[config.mk]
export PLATFORM = sky130hd
export DESIGN_NAME = sprite_anim_addr_gen
export DESIGN_NICKNAME = d
export VERILOG_FILES = /design/src/rtl/sprite_anim_addr_gen.sv
export SDC_FILE = /design/constraint.sdc
export NUM_CORES = 1
export LEC_CHECK = 0
export BUFFER_PORTS_ARGS = -buffer_cell sky130_fd_sc_hd__buf_2
export CORE_MARGIN = 5
export CORE_UTILIZATION = 32
export DETAILED_ROUTE_END_ITERATION = 6
export PLACE_DENSITY = 0.64
export SKIP_LAST_GASP = 1
export SLEW_MARGIN = 20
export SYNTH_ARGS = -nofsm -noshare
export SYNTH_HDL_FRONTEND = slang
export SYNTH_SLANG_ARGS = --single-unit
export TNS_END_PERCENT = 1
[constraint.sdc]
create_clock -name vga_clk -period 3 [get_ports vga_clk]
set_clock_uncertainty 0.2 [all_clocks]
set_input_delay 0.6 -clock vga_clk [delete_from_list [all_inputs] [get_ports vga_clk]]
set_output_delay 0.6 -clock vga_clk [all_outputs]
set_load 0.005 [all_outputs]
[src/rtl/sprite_anim_addr_gen.sv]
// sprite_anim_addr_gen: raster position -> 32x32 animated sprite ROM address.
// Player position and facing are latched once per video frame. The walk frame
// advances every TICKS_PER_FRAME frames. Outputs are pipelined so that
// sprite_on/blank_out line up with a ROM that has a 1-cycle registered read.
// Optional build macro: SPRITE_MIRROR_EN. When it is defined, left-facing
// sprites reuse the right-facing banks and are mirrored horizontally.
module sprite_anim_addr_gen #(
    parameter int SPRITE_W        = 32,
    parameter int SCALE_SHIFT     = 0,
    parameter int TICKS_PER_FRAME = 8
) (
    input  logic        vga_clk,
    input  logic        reset_n,
    input  logic [9:0]  DrawX,
    input  logic [9:0]  DrawY,
    input  logic        blank,
    input  logic [9:0]  pos_x,
    input  logic [9:0]  pos_y,
    input  logic [1:0]  dir,
    input  logic        moving,
    output logic [12:0] rom_address,
    output logic        sprite_on,
    output logic        blank_out,
    output logic        anim_frame
);

    localparam int SPAN = SPRITE_W << SCALE_SHIFT;
    localparam int CW   = (TICKS_PER_FRAME > 1) ? $clog2(TICKS_PER_FRAME) : 1;

    typedef enum logic {IDLE, WALK} state_t;

    state_t          state, state_n;
    logic [CW-1:0]   cnt, cnt_n;
    logic            anim_n;

    logic [9:0]      drawy_q;
    logic [9:0]      px_l, py_l;
    logic [1:0]      dir_l;
    logic            fs;

    logic [10:0]     x_w, y_w, px_w, py_w, dx, dy;
    logic            hit;
    logic [4:0]      col, row, col_sel;
    logic [1:0]      bank_dir;
    logic [2:0]      bank;
    logic            s1_on, s1_blank;

    // Frame start is the cycle on which DrawY falls from nonzero to 0.
    assign fs = (DrawY == '0) && (drawy_q != '0);

    // Registered copy of DrawY, plus a once-per-frame latch of position and facing.
    always_ff @(posedge vga_clk or negedge reset_n) begin
        if (!reset_n) begin
            drawy_q <= '0;
            px_l    <= '0;
            py_l    <= '0;
            dir_l   <= '0;
        end else begin
            drawy_q <= DrawY;
            if (fs) begin
                px_l  <= pos_x;
                py_l  <= pos_y;
                dir_l <= dir;
            end
        end
    end

    // Hit test and texel coordinates. The 11-bit arithmetic keeps sprites at
    // the right/bottom edges clipped instead of wrapping around.
    always_comb begin
        x_w  = {1'b0, DrawX};
        y_w  = {1'b0, DrawY};
        px_w = {1'b0, px_l};
        py_w = {1'b0, py_l};
        dx   = x_w - px_w;
        dy   = y_w - py_w;
        hit  = (x_w >= px_w) && (x_w < px_w + 11'(SPAN)) &&
               (y_w >= py_w) && (y_w < py_w + 11'(SPAN)) && blank;
        col  = 5'(dx >> SCALE_SHIFT);
        row  = 5'(dy >> SCALE_SHIFT);
`ifdef SPRITE_MIRROR_EN
        if (dir_l == 2'd2) begin
            bank_dir = 2'd3;
            col_sel  = 5'd31 - col;
        end else begin
            bank_dir = dir_l;
            col_sel  = col;
        end
`else
        bank_dir = dir_l;
        col_sel  = col;
`endif
        bank = {bank_dir, anim_frame};
    end

    // Stage 1 registers the ROM address. Stage 2 delays hit and blank so they
    // line up with the ROM read data.
    always_ff @(posedge vga_clk or negedge reset_n) begin
        if (!reset_n) begin
            rom_address <= '0;
            s1_on       <= 1'b0;
            s1_blank    <= 1'b0;
            sprite_on   <= 1'b0;
            blank_out   <= 1'b0;
        end else begin
            rom_address <= hit ? {bank, row, col_sel} : '0;
            s1_on       <= hit;
            s1_blank    <= blank;
            sprite_on   <= s1_on;
            blank_out   <= s1_blank;
        end
    end

    // Walk FSM state register.
    always_ff @(posedge vga_clk or negedge reset_n) begin
        if (!reset_n) begin
            state      <= IDLE;
            cnt        <= '0;
            anim_frame <= 1'b0;
        end else begin
            state      <= state_n;
            cnt        <= cnt_n;
            anim_frame <= anim_n;
        end
    end

    // Walk FSM next-state logic. It only moves on fs, so a single frame never
    // mixes two animation frames. A facing change compares the value being
    // latched now against the one latched at the previous fs.
    always_comb begin
        state_n = state;
        cnt_n   = cnt;
        anim_n  = anim_frame;
        if (fs) begin
            case (state)
                IDLE: begin
                    cnt_n  = '0;
                    anim_n = 1'b0;
                    if (moving) state_n = WALK;
                end
                WALK: begin
                    if (!moving) begin
                        state_n = IDLE;
                        cnt_n   = '0;
                        anim_n  = 1'b0;
                    end else if (dir != dir_l) begin
                        cnt_n = '0;
                    end else if (cnt == CW'(TICKS_PER_FRAME - 1)) begin
                        cnt_n  = '0;
                        anim_n = ~anim_frame;
                    end else begin
                        cnt_n = cnt + 1'b1;
                    end
                end
                default: state_n = IDLE;
            endcase
        end
    end

endmodule

## After elaboration in Yosys (flattened, before gate mapping)

Index checks and enable logic that the tools add are counted.

| cells by class | value |
|---|---|
| add/subtract/negate cells | 5 |
| $lt $le $gt $ge | 4 |
| eq/ne operators | 4 |
| muxes and demuxes | 10 |
| bitwise operators | 2 |
| reduce and logical (&&, ||, !) cells | 8 |

Operator list:

| operator | number |
|---|---|
| 10-bit by 6-bit adder with 11-bit output, second input constant | 2 |
| 10-bit by 11-bit < comparator with 1-bit output | 2 |
| 10-bit >= comparator | 2 |
| 13-bit 2-to-1 mux | 1 |
| 10-bit logical NOT | 1 |
| 10-bit nonzero test | 1 |
| 5-bit subtractor | 2 |
| 3-bit 2-to-1 mux | 3 |
| 3-bit case mux with 2 select lines | 1 |
| 1-bit logical AND | 5 |
| 1-bit 2-to-1 mux | 4 |
| 3-bit by 1-bit adder with 3-bit output, second input constant | 1 |
| 3-bit equality test, second input constant | 1 |
| 3-bit by 2-bit inequality test with 1-bit output, second input constant | 1 |
| 3-bit inequality test, second input constant | 1 |
| 3-bit AND reduction | 1 |
| 2-bit inequality test | 1 |
| 1-bit NOT | 2 |
| 1-bit case mux with 2 select lines | 1 |

| word-level totals | value |
|---|---|
| register bits | 54 |
| bits of input ports | 46 |
| output and inout port bits | 16 |
| logic and storage cells | 45 |

## Depth between registers and ports, before layout

Gate-level depths: netlist (run 1).

| depth | value |
|---|---|
| word-level depth | 7 |
| mapped depth | 11 |
| mapped depth without buffers | 10 |

## Least setup slack after synthesis (run 1)

No wires, ideal clock.

| timing path | value |
|---|---|
| path type | input -> register |
| start | input DrawX[0] |
| end | register rom_address[7] |
| library setup time | 71 ps |
| data arrival time | 2301 ps |
| data required time | 2729 ps |
| setup slack | 428 ps |
| stages on the path | 11 |
| buffers on the path | 1 |
| path through | inv_1 > ha_1 > inv_1 > fa_1 > a21oi_1 > nor2_1 > o31ai_1 > a211o_1 > or4b_4 > buf_6 > nor2_1 |

| on the way | value |
|---|---|
| longest elaborated chain between the ends | 6 |
| elaborated cells on any way between the ends | 7 |
| those cells by class | order compare: 2; mux: 1; reduce/logical: 4 |

Ends and longest elaborated chain:

| element | RTL line | source |
|---|---|---|
| start: declaration | 14 | `input logic [9:0] DrawX,` |
| 10-bit by 11-bit < comparator with 1-bit output / 10-bit >= comparator (equally long branches) | 77 | `hit = (x_w >= px_w) && (x_w < px_w + 11'(SPAN)) &&` |
| 1-bit logical AND * (2 in a row) | 77 |  |
| 1-bit logical AND * (2 in a row) | 78 | `(y_w >= py_w) && (y_w < py_w + 11'(SPAN)) && blank;` |
| 13-bit 2-to-1 mux * | 106 | `rom_address <= hit ? {bank, row, col_sel} : '0;` |
| end signal: assignment | 106 |  |
| end: declaration | 21 | `output logic [12:0] rom_address,` |

Mark *: on every way between the ends. The rest lies on a longest branch, timed or not.
A chain may end at the register's enable or synchronous reset.

## Final worst setup path (run 1)

| timing path | value |
|---|---|
| start | register py_l[5] |
| end | register rom_address[8] |

| on the way | value |
|---|---|
| longest elaborated chain between the ends | 5 |
| elaborated cells on any way between the ends | 7 |
| those cells by class | add/sub: 1; order compare: 2; mux: 1; reduce/logical: 3 |

Ends and longest elaborated chain:

| element | RTL line | source |
|---|---|---|
| start: declaration | 37 | `logic [9:0] px_l, py_l;` |
| start signal: assignment | 62 | `py_l <= pos_y;` |
| 10-bit by 6-bit adder with 11-bit output / 10-bit >= comparator (equally long branches) | 78 |  |
| 10-bit by 11-bit < comparator with 1-bit output / 1-bit logical AND (equally long branches) | 78, 77 |  |
| 1-bit logical AND * (2 in a row) | 78 |  |
| 13-bit 2-to-1 mux * | 106 |  |

Marked as above.

==> flow_summary.html, run 1 <==
<table>
<tr><th>Metric</th><th>Value</th></tr>
<tr><th colspan="2">Run status</th></tr>
<tr><td>Run status</td><td>finished clean</td></tr>
<tr><th colspan="2">Synth</th></tr>
<tr><td>Number of enable flip-flop cells after synthesis</td><td>0</td></tr>
<tr><td>Sequential cell area fraction in the yosys report</td><td>47.2%</td></tr>
<tr><td>Most used flip-flop cell after synthesis</td><td>sky130_fd_sc_hd__dfrtp_1</td></tr>
<tr><td>YS warnings</td><td>0</td></tr>
<tr><td>Leading area contributor after synthesis</td><td>sky130_fd_sc_hd__dfrtp_1</td></tr>
<tr><td>Top-count cell post-synth</td><td>sky130_fd_sc_hd__dfrtp_1</td></tr>
<tr><td>Syn Area/Cell</td><td>9.97 µm²</td></tr>
<tr><td>Top area cells in the synthesized netlist</td><td>sky130_fd_sc_hd__dfrtp_1, sky130_fd_sc_hd__ha_1, sky130_fd_sc_hd__o21ai_0</td></tr>
<tr><td>Synthesized cell area</td><td>2860 µm²</td></tr>
<tr><td>Top-area cell type share of the netlist area</td><td>47.2%</td></tr>
<tr><td>Instance count of the mapped netlist</td><td>287</td></tr>
<tr><td>Most used standard cells in the synthesized netlist</td><td>sky130_fd_sc_hd__dfrtp_1, sky130_fd_sc_hd__ha_1, sky130_fd_sc_hd__inv_1</td></tr>
<tr><td>Net count after synthesis</td><td>369</td></tr>
<tr><td>Register bit count reported by yosys</td><td>54</td></tr>
<tr><td>Fraction of registers with async set/reset</td><td>100%</td></tr>
<tr><td>Count of unique library cells instantiated by Yosys</td><td>37</td></tr>
<tr><th colspan="2">Global routing</th></tr>
<tr><td>Vias in the first global route</td><td>2324</td></tr>
<tr><td>Initial antenna violation count</td><td>0</td></tr>
<tr><td>Largest net degree at the start of global routing</td><td>34</td></tr>
<tr><td>GRT Total Usage</td><td>12.1%</td></tr>
<tr><td>Most Crowded Layer GR</td><td>met2</td></tr>
<tr><td>Met3 track demand over resource</td><td>3.39%</td></tr>
<tr><td>Global route overflow</td><td>0</td></tr>
<tr><td>GRT met2 Usage</td><td>20.4%</td></tr>
<tr><td>Met1 routing resource usage after global routing</td><td>15.6%</td></tr>
<tr><td>Global-route wire length before repair</td><td>10900 µm</td></tr>
<tr><th colspan="2">Finish</th></tr>
<tr><td>Diodes inserted</td><td>0</td></tr>
<tr><td>Post-Route Utilization</td><td>39.9%</td></tr>
<tr><td>Area grow syn2layout</td><td>21.5%</td></tr>
<tr><td>Post-route non-filler standard cell count</td><td>465</td></tr>
<tr><td>Fraction of layout instances using a drive strength above 1</td><td>23.2%</td></tr>
<tr><td>Layout Nets</td><td>438</td></tr>
<tr><th colspan="2">Detailed routing</th></tr>
<tr><td>Number of nets with antenna violations after routing</td><td>0</td></tr>
<tr><td>Routed vias/inst</td><td>4.80</td></tr>
<tr><td>Average wire per cell in the routed design</td><td>14.0 µm</td></tr>
<tr><td>Number of detailed-routing iterations run before antenna repair</td><td>4</td></tr>
<tr><td>DR iter-0 viols</td><td>47</td></tr>
<tr><td>Vias post-DR</td><td>2234</td></tr>
<tr><td>Detailed-route DRC error count</td><td>0</td></tr>
<tr><td>Total Routed Length</td><td>6500 µm</td></tr>
<tr><th colspan="2">STA</th></tr>
<tr><td>Final critical delay including setup and external delays</td><td>2.85 ns</td></tr>
<tr><td>Normalized max-slew margin</td><td>66.8%</td></tr>
<tr><td>Setup repair after global routing missed its margin</td><td>false</td></tr>
<tr><td>Fraction of the cycle the final worst path needs</td><td>95.1%</td></tr>
<tr><td>Pin slew with the least headroom to its limit</td><td>0.493 ns</td></tr>
<tr><td>Min setup slack post-route</td><td>0.146 ns</td></tr>
<tr><td>Highest attainable clock frequency</td><td>350 MHz</td></tr>
<tr><td>Slew Viols, Final</td><td>0</td></tr>
<tr><td>Setup Viol. Count Final</td><td>0</td></tr>
<tr><td>Final Hold Fails</td><td>0</td></tr>
<tr><th colspan="2">Clocking</th></tr>
<tr><td>TritonCTS clock tree</td><td>built</td></tr>
<tr><td>CTS root buf</td><td>sky130_fd_sc_hd__clkbuf_8</td></tr>
<tr><td>Later-pin clock latency in the skew report</td><td>0.31 ns</td></tr>
<tr><td>Longest Clk Path Bufs</td><td>2</td></tr>
<tr><td>Clock sink total</td><td>54</td></tr>
<tr><td>Clock slew seen by the registers of the worst setup and hold paths</td><td>0.10 ns</td></tr>
<tr><td>Number of H-tree levels</td><td>2</td></tr>
<tr><td>Clock buffers created by TritonCTS</td><td>5</td></tr>
<tr><td>Number of buffers inserted to repair setup after CTS</td><td>0</td></tr>
<tr><th colspan="2">Place</th></tr>
<tr><td>Final RePlAce weighted congestion</td><td>0.778</td></tr>
<tr><td>Post-place setup slack</td><td>-0.111 ns</td></tr>
<tr><td>Port Buffer Count</td><td>61</td></tr>
<tr><td>HPWL after DPL</td><td>5260 µm</td></tr>
<tr><td>Number of cells after detailed placement</td><td>457</td></tr>
<tr><th colspan="2">Die</th></tr>
<tr><td>Total core area</td><td>8720 µm²</td></tr>
<tr><td>Die area</td><td>10900 µm²</td></tr>
<tr><td>Die span in x</td><td>105 µm</td></tr>
<tr><td>Row cnt</td><td>34</td></tr>
<tr><td>Die Span Y</td><td>105 µm</td></tr>
<tr><td>Io pins</td><td>62</td></tr>
<tr><td>Initial core utilization</td><td>32.8%</td></tr>
<tr><th colspan="2">Critical path</th></tr>
<tr><td>Class of the most critical setup path</td><td>register to register</td></tr>
<tr><td>Critical path fanouts, max</td><td>11</td></tr>
<tr><td>Worst EP arrival</td><td>2.88 ns</td></tr>
<tr><td>Launching element type of the critical path</td><td>register</td></tr>
<tr><td>Critical path endpoint category</td><td>register</td></tr>
<tr><td>Critical path required time</td><td>3.03 ns</td></tr>
<tr><th colspan="2">Power and ir drop</th></tr>
<tr><td>P_leak</td><td>1.81 nW</td></tr>
<tr><td>Worst VDD drop</td><td>0.166 mV</td></tr>
<tr><td>Overall power</td><td>1.55 mW</td></tr>
<tr><td>Total power divided by cell area</td><td>445 nW/µm²</td></tr>
<tr><th colspan="2">Hold path</th></tr>
<tr><td>Class of the tightest hold or removal check</td><td>primary input to async pin</td></tr>
<tr><th colspan="2">Run</th></tr>
<tr><td>MaxCap Viol Count</td><td>0</td></tr>
</table>
## cell families after synthesis
logic type / count (synthesis) / synth area share, %
and+or+nand+nor: 80 / 13.1
AOI/OAI and AO/OA: 63 / 13.2
DFF: 54 / 47.2
buffers and inverters: 39 / 5.38
adders and majority gates: 36 / 16.3
xor gates and xnor gates: 12 / 3.67
muxes: 3 / 1.18
## sequential cells by signal, indices dropped and copies added, names as in the netlist
name / cells
cnt: 3
rom_address: 13
s1_blank: 1
sprite_on: 1
anim_frame: 1
state: 1
s1_on: 1
blank_out: 1
px_l: 10
drawy_q: 10
py_l: 10
bank_dir: 2
## metrics by stage
| step | TNS [ns] | cell area [µm²] | hold WS [ns] |
|---|---|---|---|
| 2_1_floorplan | 0 | 2860 | 0.104 |
| 3_3_place_gp | -0.00517 | 3350 | 0.134 |
| 3_5_place_dp | -0.127 | 3350 | 0.142 |
| 4_1_cts | 0 | 3470 | 0.0557 |
| 5_1_grt | 0 | 3480 | 0.0712 |
| 6_report | 0 | 3480 | 0.0321 |
## routing by layer
layer,vias up,part of all wire [%]
li1,1123,-
met1,1065,46
met2,43,48
met3,3,5.4
met4,0,0.55
met5,-,0
## path summary, 6_finish.rpt
check | depth (start not counted) | to | from | slack [ns]
hold reg to reg | 0 | blank_out | s1_blank | 0.15
setup / recovery | 9 | rom_address[8] | py_l[5] | 0.15
setup reg to reg | 9 | rom_address[8] | py_l[5] | 0.15
hold / removal | 1 | py_l[9] | reset_n | 0.03
max in group asynchronous | 2 | px_l[0] | reset_n | 1.94
min in group vga_clk | 0 | blank_out | s1_blank | 0.15
## what timing repair did
action | 4_1_cts | 5_1_grt
endpoints found under the setup margin | 0 | 1
gates resized for setup | 0 | 1
hold buffers | 0 | 0
endpoints found under the hold margin | 0 | 0
## where the power goes
| group | internal (mW) | switching [mW] |
|---|---|---|
| Combinational | 0.120 | 0.140 |
| Sequential | 0.752 | 0.0124 |
| Clock | 0.275 | 0.248 |
| Total | 1.15 | 0.400 |
## cell type report
type                    instances  area (µm²)
repair buffers                 68         370
fillers                       856        5240
clock inverters                 2        38.8
multi-input cells             194        1380
flip-flops and latches         54        1350
well taps                     108         135
inverters                      33         124
clock buffers                   6        82.6
## critical path, cell delays in order, from the launching register on
cell	delay, ns
sky130_fd_sc_hd__dfrtp_1	0.41
sky130_fd_sc_hd__ha_1	0.24
sky130_fd_sc_hd__xnor2_1	0.13
sky130_fd_sc_hd__ha_1	0.26
sky130_fd_sc_hd__o21a_1	0.18
sky130_fd_sc_hd__o21a_1	0.16
sky130_fd_sc_hd__o32ai_1	0.16
sky130_fd_sc_hd__a41oi_1	0.13
sky130_fd_sc_hd__or4b_4	0.63
sky130_fd_sc_hd__a211oi_2	0.26
## cells in the final DEF (no fill, tap or decap), types with 2 or more instances in the layout
| cell type | n |
|---|---|
| sky130_fd_sc_hd__buf_2 | 61 |
| sky130_fd_sc_hd__dfrtp_1 | 54 |
| sky130_fd_sc_hd__ha_1 | 34 |
| sky130_fd_sc_hd__inv_1 | 33 |
| sky130_fd_sc_hd__o21ai_0 | 29 |
| sky130_fd_sc_hd__nand2_1 | 28 |
| sky130_fd_sc_hd__nor2_1 | 23 |
| sky130_fd_sc_hd__nand3_1 | 10 |
| sky130_fd_sc_hd__a21oi_1 | 10 |
| sky130_fd_sc_hd__xnor2_1 | 8 |
| sky130_fd_sc_hd__nor4_1 | 6 |
| sky130_fd_sc_hd__clkbuf_8 | 6 |
| sky130_fd_sc_hd__buf_4 | 6 |
| sky130_fd_sc_hd__a21o_1 | 5 |
| sky130_fd_sc_hd__xor2_1 | 4 |
| sky130_fd_sc_hd__a21boi_0 | 3 |
| sky130_fd_sc_hd__nor2b_1 | 3 |
| sky130_fd_sc_hd__o21a_1 | 3 |
| sky130_fd_sc_hd__mux2_2 | 3 |
| sky130_fd_sc_hd__nand4_1 | 2 |
| sky130_fd_sc_hd__o22ai_1 | 2 |
| sky130_fd_sc_hd__a211o_1 | 2 |
| sky130_fd_sc_hd__nor3_1 | 2 |
| sky130_fd_sc_hd__fa_1 | 2 |
Power figures use the tool's default switching activity.
==> run 2, diff against run 1 <==
--- a/config.mk
+++ b/config.mk
@@ -8,6 +8,7 @@
 export BUFFER_PORTS_ARGS = -buffer_cell sky130_fd_sc_hd__buf_2
 export CORE_MARGIN = 5
 export CORE_UTILIZATION = 32
+export CTS_CLUSTER_DIAMETER = 80
 export DETAILED_ROUTE_END_ITERATION = 6
 export PLACE_DENSITY = 0.64
 export SKIP_LAST_GASP = 1
==> constraint.sdc (replaced) <==
create_clock -name vga_clk -period 2.9 [get_ports vga_clk]
set_clock_uncertainty 0.2 [all_clocks]
set_input_delay 0.58 -clock vga_clk [delete_from_list [all_inputs] [get_ports vga_clk]]
set_output_delay 0.58 -clock vga_clk [all_outputs]
set_load 0.005 [all_outputs]
==> flow_summary.html, run 2 (same netlist as run 1, synthesis figures left out) <==
<table>
<tr><th>Metric</th><th>Value</th></tr>
<tr><th colspan="2">STA</th></tr>
<tr><td>Final critical delay including setup and external delays</td><td>2.82 ns</td></tr>
<tr><td>Highest attainable clock frequency</td><td>355 MHz</td></tr>
<tr><td>Normalized max-slew margin</td><td>54.0%</td></tr>
<tr><td>Pin slew with the least headroom to its limit</td><td>0.690 ns</td></tr>
<tr><td>Setup TNS</td><td>0 ns</td></tr>
<tr><td>Setup Viol. Count Final</td><td>0</td></tr>
<tr><td>Setup repair after global routing missed its margin</td><td>true</td></tr>
<tr><td>Final Hold Fails</td><td>0</td></tr>
<tr><td>Final hold slack</td><td>0.150 ns</td></tr>
<tr><td>Fraction of the cycle the final worst path needs</td><td>97.1%</td></tr>
<tr><td>Slew Viols, Final</td><td>0</td></tr>
<tr><th colspan="2">Power and ir drop</th></tr>
<tr><td>Internal power of the cells</td><td>1.10 mW</td></tr>
<tr><td>Power share of the combinational group</td><td>17.8%</td></tr>
<tr><td>Fraction of power consumed by sequential logic</td><td>51.6%</td></tr>
<tr><td>Switching Fraction</td><td>27.9%</td></tr>
<tr><td>P_leak</td><td>1.82 nW</td></tr>
<tr><td>Worst VDD drop</td><td>0.173 mV</td></tr>
<tr><td>Clk network pwr share</td><td>30.6%</td></tr>
<tr><td>Overall power</td><td>1.53 mW</td></tr>
<tr><td>Total power divided by cell area</td><td>440 nW/µm²</td></tr>
<tr><td>NetSw</td><td>0.428 mW</td></tr>
<tr><th colspan="2">Critical path</th></tr>
<tr><td>Worst EP arrival</td><td>2.85 ns</td></tr>
<tr><td>Launching element type of the critical path</td><td>register</td></tr>
<tr><td>Critical path endpoint category</td><td>register</td></tr>
<tr><td>Critical path required time</td><td>2.93 ns</td></tr>
<tr><td>Critical path fanouts, max</td><td>11</td></tr>
<tr><td>Setup slack of the most critical reg-to-reg path</td><td>0.08 ns</td></tr>
<tr><td>Class of the most critical setup path</td><td>register to register</td></tr>
<tr><th colspan="2">Clocking</th></tr>
<tr><td>Longest Clk Path Bufs</td><td>2</td></tr>
<tr><td>Clock slew seen by the registers of the worst setup and hold paths</td><td>0.11 ns</td></tr>
<tr><td>Clock sink total</td><td>54</td></tr>
<tr><td>Later-pin clock latency in the skew report</td><td>0.32 ns</td></tr>
<tr><td>Clock buffers created by TritonCTS</td><td>5</td></tr>
<tr><td>CTS root buf</td><td>sky130_fd_sc_hd__clkbuf_8</td></tr>
<tr><td>Post-cts hold buffer count</td><td>0</td></tr>
<tr><td>Number of buffers inserted to repair setup after CTS</td><td>0</td></tr>
<tr><td>Number of H-tree levels</td><td>2</td></tr>
<tr><td>TritonCTS clock tree</td><td>built</td></tr>
<tr><th colspan="2">Die</th></tr>
<tr><td>Die span in x</td><td>105 µm</td></tr>
<tr><td>Die Span Y</td><td>105 µm</td></tr>
<tr><td>Total core area</td><td>8720 µm²</td></tr>
<tr><td>Row cnt</td><td>34</td></tr>
<tr><td>Io pins</td><td>62</td></tr>
<tr><td>Die area</td><td>10900 µm²</td></tr>
<tr><td>Initial core utilization</td><td>32.8%</td></tr>
<tr><th colspan="2">Detailed routing</th></tr>
<tr><td>Routed vias/inst</td><td>4.79</td></tr>
<tr><td>Detailed-route DRC error count</td><td>0</td></tr>
<tr><td>Average wire per cell in the routed design</td><td>13.7 µm</td></tr>
<tr><td>Number of detailed-routing iterations run before antenna repair</td><td>4</td></tr>
<tr><td>Number of nets with antenna violations after routing</td><td>0</td></tr>
<tr><td>Vias post-DR</td><td>2245</td></tr>
<tr><td>Total Routed Length</td><td>6430 µm</td></tr>
<tr><td>DR iter-0 viols</td><td>51</td></tr>
<tr><th colspan="2">Global routing</th></tr>
<tr><td>Initial antenna violation count</td><td>0</td></tr>
<tr><td>Vias in the first global route</td><td>2335</td></tr>
<tr><td>Largest net degree at the start of global routing</td><td>55</td></tr>
<tr><td>GRT Total Usage</td><td>12.2%</td></tr>
<tr><td>Global-route wire length before repair</td><td>11000 µm</td></tr>
<tr><td>Global route overflow</td><td>0</td></tr>
<tr><th colspan="2">Finish</th></tr>
<tr><td>Fraction of layout instances using a drive strength above 1</td><td>23.8%</td></tr>
<tr><td>Commonest non-fill, non-tap cell in the layout</td><td>sky130_fd_sc_hd__buf_2</td></tr>
<tr><td>Top library cells by usage in the layout, fill and taps aside</td><td>sky130_fd_sc_hd__buf_2, sky130_fd_sc_hd__dfrtp_1, sky130_fd_sc_hd__ha_1</td></tr>
<tr><td>Layout Nets</td><td>442</td></tr>
<tr><td>Register ranked first by flip-flop count</td><td>rom_address</td></tr>
<tr><td>Largest register FFs</td><td>13</td></tr>
<tr><td>Post-route non-filler standard cell count</td><td>469</td></tr>
<tr><td>Diodes inserted</td><td>0</td></tr>
<tr><td>Area grow syn2layout</td><td>21.6%</td></tr>
<tr><th colspan="2">Run status</th></tr>
<tr><td>Run status</td><td>finished clean</td></tr>
<tr><th colspan="2">Place</th></tr>
<tr><td>Number of cells after detailed placement</td><td>461</td></tr>
<tr><td>Port Buffer Count</td><td>61</td></tr>
<tr><td>HPWL after DPL</td><td>5000 µm</td></tr>
<tr><td>Final RePlAce weighted congestion</td><td>0.845</td></tr>
<tr><th colspan="2">Run</th></tr>
<tr><td>MaxCap Viol Count</td><td>0</td></tr>
<tr><th colspan="2">Hold path</th></tr>
<tr><td>Class of the tightest hold or removal check</td><td>register to register</td></tr>
</table>
## run 2: cell types whose count changed in the layout (fill, tap and decap cells not counted)
cell / previous run / this run
sky130_fd_sc_hd__buf_4: 6 / 10
sky130_fd_sc_hd__clkinvlp_4: 0 / 1
sky130_fd_sc_hd__bufinv_16: 1 / 0
sky130_fd_sc_hd__a211oi_2: 1 / 0
sky130_fd_sc_hd__a211oi_1: 1 / 2
## run 2: layout make-up
| cell class | count | area [µm²] |
|---|---|---|
| sequential | 54 | 1350 |
| clock inverter | 2 | 16.3 |
| multi-input combinational | 194 | 1370 |
| fill | 864 | 5240 |
| timing repair buffer | 72 | 400 |
| clock buffer | 6 | 82.6 |
| tap | 108 | 135 |
| inverter | 33 | 124 |
## run 2: power by group through the flow
stage	sequential (mW)	clock, mW	combinational, mW
after floorplan	0.803	0	0.170
after global placement	0.805	0	0.269
after detailed placement	0.806	0	0.275
after CTS	0.791	0.486	0.278
after global routing	0.795	0.514	0.316
final	0.791	0.470	0.273
## run 2: path summary, 6_finish.rpt
path,end,startpoint,depth (start not counted)
max,rom_address[8],py_l[5],9
min,blank_out,s1_blank,0
max reg2reg,rom_address[8],py_l[5],9
min reg2reg,blank_out,s1_blank,0
max in group asynchronous,px_l[2],reset_n,2
min in group asynchronous,drawy_q[5],reset_n,2
## run 2: metrics by stage
step	cell area (µm²)	util [%]	setup slack [ns]
global placement	3380	38.8	0.0710
floorplan	2860	-	0.348
finish	3480	39.9	0.0843
detailed placement	3380	38.8	-0.00199
CTS	3480	39.9	0.0763
global route	3480	39.9	-0.0336
## run 2: worst max-delay path: stages, from the launching register on
cell and delay, ns:
sky130_fd_sc_hd__dfrtp_1 0.44, sky130_fd_sc_hd__ha_1 0.24, sky130_fd_sc_hd__xnor2_1 0.13, sky130_fd_sc_hd__ha_1 0.27, sky130_fd_sc_hd__o21a_1 0.18, sky130_fd_sc_hd__o21a_1 0.16
sky130_fd_sc_hd__o32ai_1 0.13, sky130_fd_sc_hd__a41oi_1 0.13, sky130_fd_sc_hd__or4b_4 0.62, sky130_fd_sc_hd__a211oi_1 0.24
## run 2: timing repair
item                       CTS  global route
setup endpoints to repair    0             4
gates resized for setup      0             0
hold endpoints to repair     0             0
## run 2: layer usage
layer  global-route usage (%)  wire, µm  vias to the layer above
met5                        0         0                        -
met1                     15.9      2980                     1058
met3                     3.27       334                       10
met4                     3.01        69                        0
met2                     20.2      3040                       53
li1                         -         -                     1124
